<file path="src/rtl/uart_rx_ctrl_if.sv">
// uart_rx_ctrl_if: line, configuration, sampler feedback and status signals of the UART RX sequencer.
interface uart_rx_ctrl_if #(parameter int PRESCALE_W = 6);
    logic                  RX_IN;
    logic                  PAR_EN;
    logic [PRESCALE_W-1:0] Prescale;
    logic                  start_bit;
    logic                  stop_bit;
    logic                  par_err;
    logic [3:0]            BIT_COUNT;
    logic [PRESCALE_W-1:0] edge_count;
    logic                  sample_window;
    logic                  sample_one_bit;
    logic                  sample_three_bit;
    logic                  data_valid;
    logic                  parity_error;
    logic                  frame_error;
    logic                  busy;
    modport master (
        output RX_IN, PAR_EN, Prescale, start_bit, stop_bit, par_err,
        input  BIT_COUNT, edge_count, sample_window, sample_one_bit, sample_three_bit,
               data_valid, parity_error, frame_error, busy
    );
    modport slave (
        input  RX_IN, PAR_EN, Prescale, start_bit, stop_bit, par_err,
        output BIT_COUNT, edge_count, sample_window, sample_one_bit, sample_three_bit,
               data_valid, parity_error, frame_error, busy
    );
endinterface

</file>
<file path="src/rtl/uart_rx_ctrl.sv">
// uart_rx_ctrl: UART RX sequencer - start detect, oversampling/bit counters, sample strobes, frame result pulses.
module uart_rx_ctrl #(
    parameter int PRESCALE_W = 6
) (
    input  logic          clk,
    input  logic          rst_n,
    uart_rx_ctrl_if.slave bus
);
    typedef enum logic [2:0] {IDLE, START, DATA, PARITY, STOP} state_t;
    state_t                state, state_nx;
    logic [3:0]            bit_cnt, bit_nx;
    logic [PRESCALE_W-1:0] edge_cnt, p, p_in, half;
    logic                  pe, eob, stop_eob, active;
    logic                  dv_q, perr_q, ferr_q;
    // Unsupported oversampling ratios fall back to the single-sample rate.
    assign p_in     = (bus.Prescale == PRESCALE_W'(16) || bus.Prescale == PRESCALE_W'(32)) ? bus.Prescale : PRESCALE_W'(8);
    assign half     = p >> 1;
    assign eob      = edge_cnt == p - PRESCALE_W'(1);
    assign stop_eob = state == STOP && eob;
    always_ff @(posedge clk or negedge rst_n) begin
        if (!rst_n) begin
            state    <= IDLE;
            bit_cnt  <= '0;
            edge_cnt <= '0;
            p        <= PRESCALE_W'(8);
            pe       <= 1'b0;
            dv_q     <= 1'b0;
            perr_q   <= 1'b0;
            ferr_q   <= 1'b0;
        end else begin
            state    <= state_nx;
            bit_cnt  <= bit_nx;
            edge_cnt <= (state == IDLE || eob) ? '0 : edge_cnt + PRESCALE_W'(1);
            if (state == IDLE && !bus.RX_IN) begin
                p  <= p_in;
                pe <= bus.PAR_EN;
            end
            dv_q     <= stop_eob && bus.stop_bit && !(pe && bus.par_err);
            perr_q   <= stop_eob && pe && bus.par_err;
            ferr_q   <= stop_eob && !bus.stop_bit;
        end
    end
    always_comb begin
        state_nx = state;
        bit_nx   = bit_cnt;
        unique case (state)
            IDLE: begin
                bit_nx   = '0;
                state_nx = bus.RX_IN ? IDLE : START;
            end
            START: if (eob) begin
                state_nx = bus.start_bit ? IDLE : DATA;
                bit_nx   = bus.start_bit ? 4'd0 : 4'd1;
            end
            DATA: if (eob) begin
                bit_nx   = bit_cnt + 4'd1;
                state_nx = bit_cnt != 4'd8 ? DATA : pe ? PARITY : STOP;
            end
            PARITY: if (eob) begin
                bit_nx   = 4'd10;
                state_nx = STOP;
            end
            STOP: if (eob) begin
                bit_nx   = '0;
                state_nx = IDLE;
            end
            default: begin
                bit_nx   = '0;
                state_nx = IDLE;
            end
        endcase
    end
    always_comb begin
        active               = state != IDLE;
        bus.busy             = active;
        bus.BIT_COUNT        = bit_cnt;
        bus.edge_count       = edge_cnt;
        bus.sample_window    = active && (edge_cnt == half - PRESCALE_W'(1) || edge_cnt == half || edge_cnt == half + PRESCALE_W'(1));
        bus.sample_one_bit   = active && p == PRESCALE_W'(8) && edge_cnt == half;
        bus.sample_three_bit = active && p != PRESCALE_W'(8) && edge_cnt == half + PRESCALE_W'(1);
        bus.data_valid       = dv_q;
        bus.parity_error     = perr_q;
        bus.frame_error      = ferr_q;
    end
endmodule

</file>
<file path="src/flat_wrapper.sv">
// flat-port wrapper written by rule: the top's interface ports become plain ports
module uart_rx_ctrl_flat 
#(
    parameter int PRESCALE_W = 6
)
  (clk, rst_n, bus_RX_IN, bus_PAR_EN, bus_Prescale, bus_start_bit, bus_stop_bit, bus_par_err, bus_BIT_COUNT, bus_edge_count, bus_sample_window, bus_sample_one_bit, bus_sample_three_bit, bus_data_valid, bus_parity_error, bus_frame_error, bus_busy);
  uart_rx_ctrl_if #(.PRESCALE_W(PRESCALE_W)) bus_i ();
  input  logic clk;
  input  logic rst_n;
  input wire logic [$bits(bus_i.RX_IN)-1:0] bus_RX_IN;
  input wire logic [$bits(bus_i.PAR_EN)-1:0] bus_PAR_EN;
  input wire logic [$bits(bus_i.Prescale)-1:0] bus_Prescale;
  input wire logic [$bits(bus_i.start_bit)-1:0] bus_start_bit;
  input wire logic [$bits(bus_i.stop_bit)-1:0] bus_stop_bit;
  input wire logic [$bits(bus_i.par_err)-1:0] bus_par_err;
  output wire logic [$bits(bus_i.BIT_COUNT)-1:0] bus_BIT_COUNT;
  output wire logic [$bits(bus_i.edge_count)-1:0] bus_edge_count;
  output wire logic [$bits(bus_i.sample_window)-1:0] bus_sample_window;
  output wire logic [$bits(bus_i.sample_one_bit)-1:0] bus_sample_one_bit;
  output wire logic [$bits(bus_i.sample_three_bit)-1:0] bus_sample_three_bit;
  output wire logic [$bits(bus_i.data_valid)-1:0] bus_data_valid;
  output wire logic [$bits(bus_i.parity_error)-1:0] bus_parity_error;
  output wire logic [$bits(bus_i.frame_error)-1:0] bus_frame_error;
  output wire logic [$bits(bus_i.busy)-1:0] bus_busy;
  assign bus_i.RX_IN = bus_RX_IN;
  assign bus_i.PAR_EN = bus_PAR_EN;
  assign bus_i.Prescale = bus_Prescale;
  assign bus_i.start_bit = bus_start_bit;
  assign bus_i.stop_bit = bus_stop_bit;
  assign bus_i.par_err = bus_par_err;
  assign bus_BIT_COUNT = bus_i.BIT_COUNT;
  assign bus_edge_count = bus_i.edge_count;
  assign bus_sample_window = bus_i.sample_window;
  assign bus_sample_one_bit = bus_i.sample_one_bit;
  assign bus_sample_three_bit = bus_i.sample_three_bit;
  assign bus_data_valid = bus_i.data_valid;
  assign bus_parity_error = bus_i.parity_error;
  assign bus_frame_error = bus_i.frame_error;
  assign bus_busy = bus_i.busy;
  uart_rx_ctrl #(.PRESCALE_W(PRESCALE_W)) u_core (.clk(clk), .rst_n(rst_n), .bus(bus_i));
endmodule
</file>
<file path="config.mk">
export PLATFORM = sky130hd
export DESIGN_NAME = uart_rx_ctrl_flat
export DESIGN_NICKNAME = d
export VERILOG_FILES = /design/src/rtl/uart_rx_ctrl_if.sv /design/src/rtl/uart_rx_ctrl.sv /design/src/flat_wrapper.sv
export SDC_FILE = /design/constraint.sdc
export NUM_CORES = 1
export LEC_CHECK = 0
export CORE_UTILIZATION = 63
export DETAILED_ROUTE_END_ITERATION = 7
export DONT_BUFFER_PORTS = 1
export MAX_ROUTING_LAYER = met4
export PLACE_DENSITY = 0.82
export SKIP_CTS_REPAIR_TIMING = 1
export SYNTH_ARGS = -nofsm -noshare
export SYNTH_HDL_FRONTEND = slang
export SYNTH_SLANG_ARGS = --single-unit
</file>
<file path="constraint.sdc">
create_clock -name clk -period 2.9 [get_ports clk]
set_clock_uncertainty 0.05 [all_clocks]
set_input_delay 0.725 -clock clk [delete_from_list [all_inputs] [get_ports clk]]
set_output_delay 0.725 -clock clk [all_outputs]
set_load 0.005 [all_outputs]
</file>
=== After elaboration in Yosys (flattened, before gate mapping) ===
Index checks and enable logic that the tools add are counted.

* Equal/unequal tests: 17
* Reduce and logical (&&, ||, !) cells: 23
* Mux-type cells: 17
* $add $sub $neg: 5

{| class="wikitable"
|+ Operators with widths
! operator !! number
|-
| == test 6 bit || 3
|-
| two-way mux 3 bit || 6
|-
| two-way mux 4 bit || 4
|-
| one-hot mux 4 bit (4 select lines) || 1
|-
| one-hot mux 3 bit (5 select lines) || 1
|-
| logical AND 1 bit || 13
|-
| two-way mux 6 bit || 2
|-
| inequality test 2 x 1 -> 1 bit, second input constant || 4
|-
| adder 5 x 1 -> 6 bit, second input constant || 1
|-
| adder 6 x 1 -> 6 bit, second input constant || 1
|-
| == test 3 x 2 -> 1 bit, second input constant || 2
|-
| == test 6 x 4 -> 1 bit, second input constant || 1
|-
| == test 6 x 5 -> 1 bit || 1
|-
| == test 6 x 5 -> 1 bit, second input constant || 1
|-
| == test 6 bit, second input constant || 1
|-
| inequality test 6 x 4 -> 1 bit, second input constant || 1
|-
| subtractor 5 x 1 -> 6 bit, second input constant || 1
|-
| subtractor 6 x 1 -> 6 bit, second input constant || 1
|-
| adder 4 x 1 -> 4 bit, second input constant || 1
|-
| logical OR 1 bit || 4
|-
| inequality test 4 bit, second input constant || 1
|-
| AND reduction 4 bit || 1
|-
| == test 3 x 1 -> 1 bit, second input constant || 1
|-
| == test 3 bit, second input constant || 1
|-
| 5 further kinds || 8
|}

* Input port bits: 13
* Register bits after elaboration: 23
* Output and inout bits: 17
* Word-level logic and storage cells: 70

=== Logic depth before layout (Yosys ltp) ===
* Depth in word-level cells: 5
* Depth in mapped cells: 10
* Gate-level depth less buffers: 8

=== Worst setup path before layout ===
OpenSTA, ideal clock, no wires.

* Path kind: register to output
* From: register u_core.p[2]
* To: output port bus_sample_three_bit
* Buffers on the path: 1
* Cell stages (with the launch flop): 8
* Data arrival time: 1.502 ns
* Setup slack: 0.623 ns
* Required time: 2.125 ns
* Cell sequence: dfrtp_1 > buf_6 > inv_2 > ha_1 > xnor2_1 > nand2_1 > nor4_1 > and2_1

* Cells in the longest elaborated chain, start to end: 3
* Elaborated cells on any way between the ends: 5
* Classes of those cells: add/sub (1); eq/ne (2); reduce/logical (2)

{| class="wikitable"
|+ Ends and longest elaborated chain
! item !! RTL line !! text
|-
| from (decl) || uart_rx_ctrl.sv:12 || <nowiki>logic [PRESCALE_W-1:0] edge_cnt, p, p_in, half;</nowiki>
|-
| from (signal assigned) || uart_rx_ctrl.sv:35 || <nowiki>p <= p_in;</nowiki>
|-
| adder 5 x 1 -> 6 bit or inequality test 6 x 4 -> 1 bit (tied branches) || uart_rx_ctrl.sv:80 || <nowiki>bus.sample_three_bit = active && p != PRESCALE_W'(8) && edge_cnt == half + PRESCALE_W'(1);</nowiki>
|-
| == test 6 bit or logical AND 1 bit (tied branches) || uart_rx_ctrl.sv:80 ||
|-
| logical AND 1 bit (*) || uart_rx_ctrl.sv:80 ||
|-
| to (decl) || flat_wrapper.sv:20 || <nowiki>output wire logic [$bits(bus_i.sample_three_bit)-1:0] bus_sample_three_bit;</nowiki>
|}

Mark *: on every way between the ends. The rest lies on a longest branch, timed or not.

=== Worst setup path in the final report ===
* From: register u_core.edge_cnt[4], in the netlist u_core.bus.edge_count[4]
* To: output port bus_sample_one_bit

* Cells in the longest elaborated chain, start to end: 2

{| class="wikitable"
|+ Ends and longest elaborated chain
! item !! RTL line !! text
|-
| from (decl) || uart_rx_ctrl.sv:12 ||
|-
| from (signal assigned) || uart_rx_ctrl.sv:33 || <nowiki>edge_cnt <= (state == IDLE || eob) ? '0 : edge_cnt + PRESCALE_W'(1);</nowiki>
|-
| == test 6 x 5 -> 1 bit || uart_rx_ctrl.sv:79 || <nowiki>bus.sample_one_bit = active && p == PRESCALE_W'(8) && edge_cnt == half;</nowiki>
|-
| logical AND 1 bit || uart_rx_ctrl.sv:79 ||
|-
| to (decl) || flat_wrapper.sv:19 || <nowiki>output wire logic [$bits(bus_i.sample_one_bit)-1:0] bus_sample_one_bit;</nowiki>
|}

No other way between the ends.

==> results.sh <==
export IMPL_top_layer_used="met4"
export IMPL_drt_pass1_iterations=4
export IMPL_ys_types=48
export IMPL_min_period_ns=2.76
export IMPL_reg2reg_setup_slack_ns=0.60
export IMPL_syn_area_sq_um=1680
export IMPL_final_core_util=0.691
export IMPL_grt_overflow_total=0
export IMPL_antenna_cells=0
export IMPL_hold_class="input port to asynchronous set/reset pin"
export IMPL_clkLatencyLatePin_ns=0.32
export IMPL_p_seq_frac=0.337
export IMPL_switching_power_mw=1.03
export IMPL_crit_cells=4
export IMPL_ys_seq_area_frac=0.344
export IMPL_die_x_microns=53.6
export IMPL_pin_count=30
export IMPL_area_growth_synth_to_final_pct=2.91
export IMPL_path_max_fanout=5
export IMPL_yosys_warnings=0
export IMPL_fmax_mhz=363
export IMPL_path_cells="xnor2_1 > nand4_1 > nor3_1 > nor3b_1"
export IMPL_ys_seq_elements=23
export IMPL_drv_slew=0
export IMPL_postSynthAreaPerCell_sq_um=8.83
export IMPL_crit_buf_inv=0
export IMPL_num_rows=18
export IMPL_fin_tns_setup_ns=0
export IMPL_fin_crit_sh=0.951
export IMPL_critPathSlowestCell="dfrtp_1"
export IMPL_critPathCaptureType="output pin"
export IMPL_vias=1328
export IMPL_wire_per_inst_microns=16.0
export IMPL_wl_microns=3480
export IMPL_grt_pass1_wl_microns=5460
export IMPL_remaining_drc_errors=0
export IMPL_grt_pass1_vias=1267
export IMPL_die_y_microns=53.6
export IMPL_grt_use_total=0.276
export IMPL_hold_viol_final=0
export IMPL_fin_nets=209
export IMPL_finalWeightedCongestion=0.895
export IMPL_fillers=196
export IMPL_worstReg2RegStart="u_core.p[2]$_DFFE_PN0P_"
export IMPL_dp_cells=209
export IMPL_synth_edf_count=0
export IMPL_die_area_sq_um=2870
export IMPL_ys_flop_type="dfrtp_1"
export IMPL_ys_async_sr_fraction=1.00
export IMPL_clkPwrFrac=0.073
export IMPL_rr_endpoint="u_core.state[0]$_DFFE_PN0P_"
export IMPL_swShare=0.493
export IMPL_cts_tree="built"
export IMPL_cts_made_buffers=3
export IMPL_viasPerCell=6.09
export IMPL_crit_family="simple AND/OR/NAND/NOR gates"
export IMPL_core_sq_um=2500
export IMPL_stdcell_count=218
export IMPL_worstPathArrival_ns=1.98
export IMPL_wl_met2_microns=1860
export IMPL_outcome="completed"
export IMPL_crit_path_start="u_core.bus.edge_count[4]$_DFF_PN0_"
export IMPL_ir_worst_vdd_v=0.000736
export IMPL_start_kind="flop"
export IMPL_intPower_mw=1.06
export IMPL_rsz0062_at_grt="no"
export IMPL_finalSetupViolCount=0
export IMPL_htree_levels=1
export IMPL_synth_cells=190
export IMPL_powerDensity_nw_per_um2=1210
export IMPL_antenna_found_initial=0
export IMPL_cp_endpoint="bus_sample_one_bit"
export IMPL_cts_root_buf="clkbuf_4"
export IMPL_wl_met1_microns=1430
export IMPL_cts_sinks=23
export IMPL_hpwl_microns=2620
export IMPL_combPwrFrac=0.590
export IMPL_worst_ep_required_time_ns=2.12
export IMPL_antenna_left=0
export IMPL_place_port_buffers=0
export IMPL_drive_gt1_frac=0.128
export IMPL_worstSetupPathType="flop to output pin"
export IMPL_relSlewSlack=0.610
export IMPL_slowest_delay_ns=0.50
export IMPL_start_util=0.671
export IMPL_drt_initial_drc_count=28
export IMPL_cts_path_max_buffers=2
export IMPL_worst_slew_pin_slew_ns=0.580
export IMPL_cap_viol_max_count=0
export IMPL_hold_ws_ns=0.0326
export IMPL_p_total_mw=2.08
export IMPL_path_clk_slew_ns=0.13
export IMPL_reg2regPathDepth=8
export IMPL_grt_start_max_net_pins=24
export IMPL_synth_nets=210
export IMPL_leakagePower_nw=0.795
export IMPL_wl_met3_microns=107
## cell families after synthesis
logic type	count (synthesis)	synth area share
mux	2	0.0119
simple gates	78	0.237
buf+inv	24	0.0738
fa+ha+maj	7	0.0522
flops	23	0.344
xor+xnor	27	0.145
compound gates	29	0.136
## worst min path at each step
stage | slack, ns | from | to | depth (start not counted)
final | 0.03 | rst_n | u_core.bus.edge_count[5]$_DFF_PN0_ | 0
after global routing | 0.004 | rst_n | u_core.bus.edge_count[5]$_DFF_PN0_ | 0
after CTS | 0.01 | rst_n | u_core.state[1]$_DFFE_PN0P_ | 0
after detailed placement | 0.38 | rst_n | u_core.bus.edge_count[2]$_DFF_PN0_ | 0
after global placement | 0.38 | rst_n | u_core.bus.edge_count[2]$_DFF_PN0_ | 0
after floorplan | 0.38 | rst_n | u_core.bus.BIT_COUNT[0]$_DFFE_PN0P_ | 0
## placed cells by master (no fill, tap or decap), drive strengths merged, types with 2 or more instances in the layout
cell	Yosys	layout
a21oi	6	6
nor3b	2	2
nor3	3	3
a221oi	2	2
nand2	15	15
o31ai	4	4
mux2i	2	2
o22ai	2	2
clkbuf	5	3
nor2	28	28
xor2	13	13
o21ai	5	5
dfrtp	22	22
and3	6	6
xnor2	14	14
nor4	4	4
nand2b	2	2
a31oi	2	2
ha	7	7
buf	7	5
inv	12	12
nand4	6	6
nand3	7	7
and2	3	3
## cells in the mapped netlist, types with 6 or more instances
master / instances / area [sq um]
nor2_1: 28 / 105
and3_1: 6 / 37.5
ha_1: 7 / 87.6
nand3_1: 7 / 35.0
dfrtp_1: 22 / 551
inv_1: 11 / 41.3
xnor2_1: 14 / 123
nand2_1: 14 / 52.6
a21oi_1: 6 / 30.0
xor2_1: 12 / 105
## through the flow
| step | worst slack (ns) | area [sq um] |
|---|---|---|
| floorplan | 0.623 | 1680 |
| global placement | 0.528 | 1640 |
| detailed placement | 0.427 | 1640 |
| CTS | 0.0409 | 1670 |
| global route | 0.00680 | 1730 |
| finish | 0.142 | 1730 |
## final cells by class
type / count / area, sq um / area share
Multi-Input combinational cell: 143 / 991 / 0.574
Inverter: 12 / 45.0 / 0.0261
Sequential cell: 23 / 578 / 0.335
Clock buffer: 3 / 22.5 / 0.0130
Tap cell: 30 / 37.5 / 0.0217
Clock inverter: 1 / 5.00 / 0.00290
Timing Repair Buffer: 6 / 47.5 / 0.0275
## power by group through the flow
| stage | sequential, mW | combinational, mW | clock, mW |
|---|---|---|---|
| 6_report | 0.702 | 1.23 | 0.152 |
| 5_1_grt | 0.722 | 1.37 | 0.173 |
| 4_1_cts | 0.706 | 1.15 | 0.159 |
| 3_5_place_dp | 0.714 | 1.14 | 0 |
| 3_3_place_gp | 0.704 | 1.09 | 0 |
| 2_1_floorplan | 0.561 | 1.13 | 0 |
## sequential cells by signal, summed over array words and instances (netlist names)
register and cells:
u_core.bus.BIT_COUNT 4, u_core.bus.data_valid 1, u_core.p 6, u_core.bus.edge_count 6, u_core.pe 1, u_core.state 3
u_core.bus.frame_error 1, u_core.bus.parity_error 1
## per-layer routing
metal,global-route usage,vias up
met2,0.479,34
met5,-,-
li1,-,643
met4,0.149,0
met3,0.0480,9
met1,0.298,642
No activity file was read; power rests on OpenSTA's default activity.
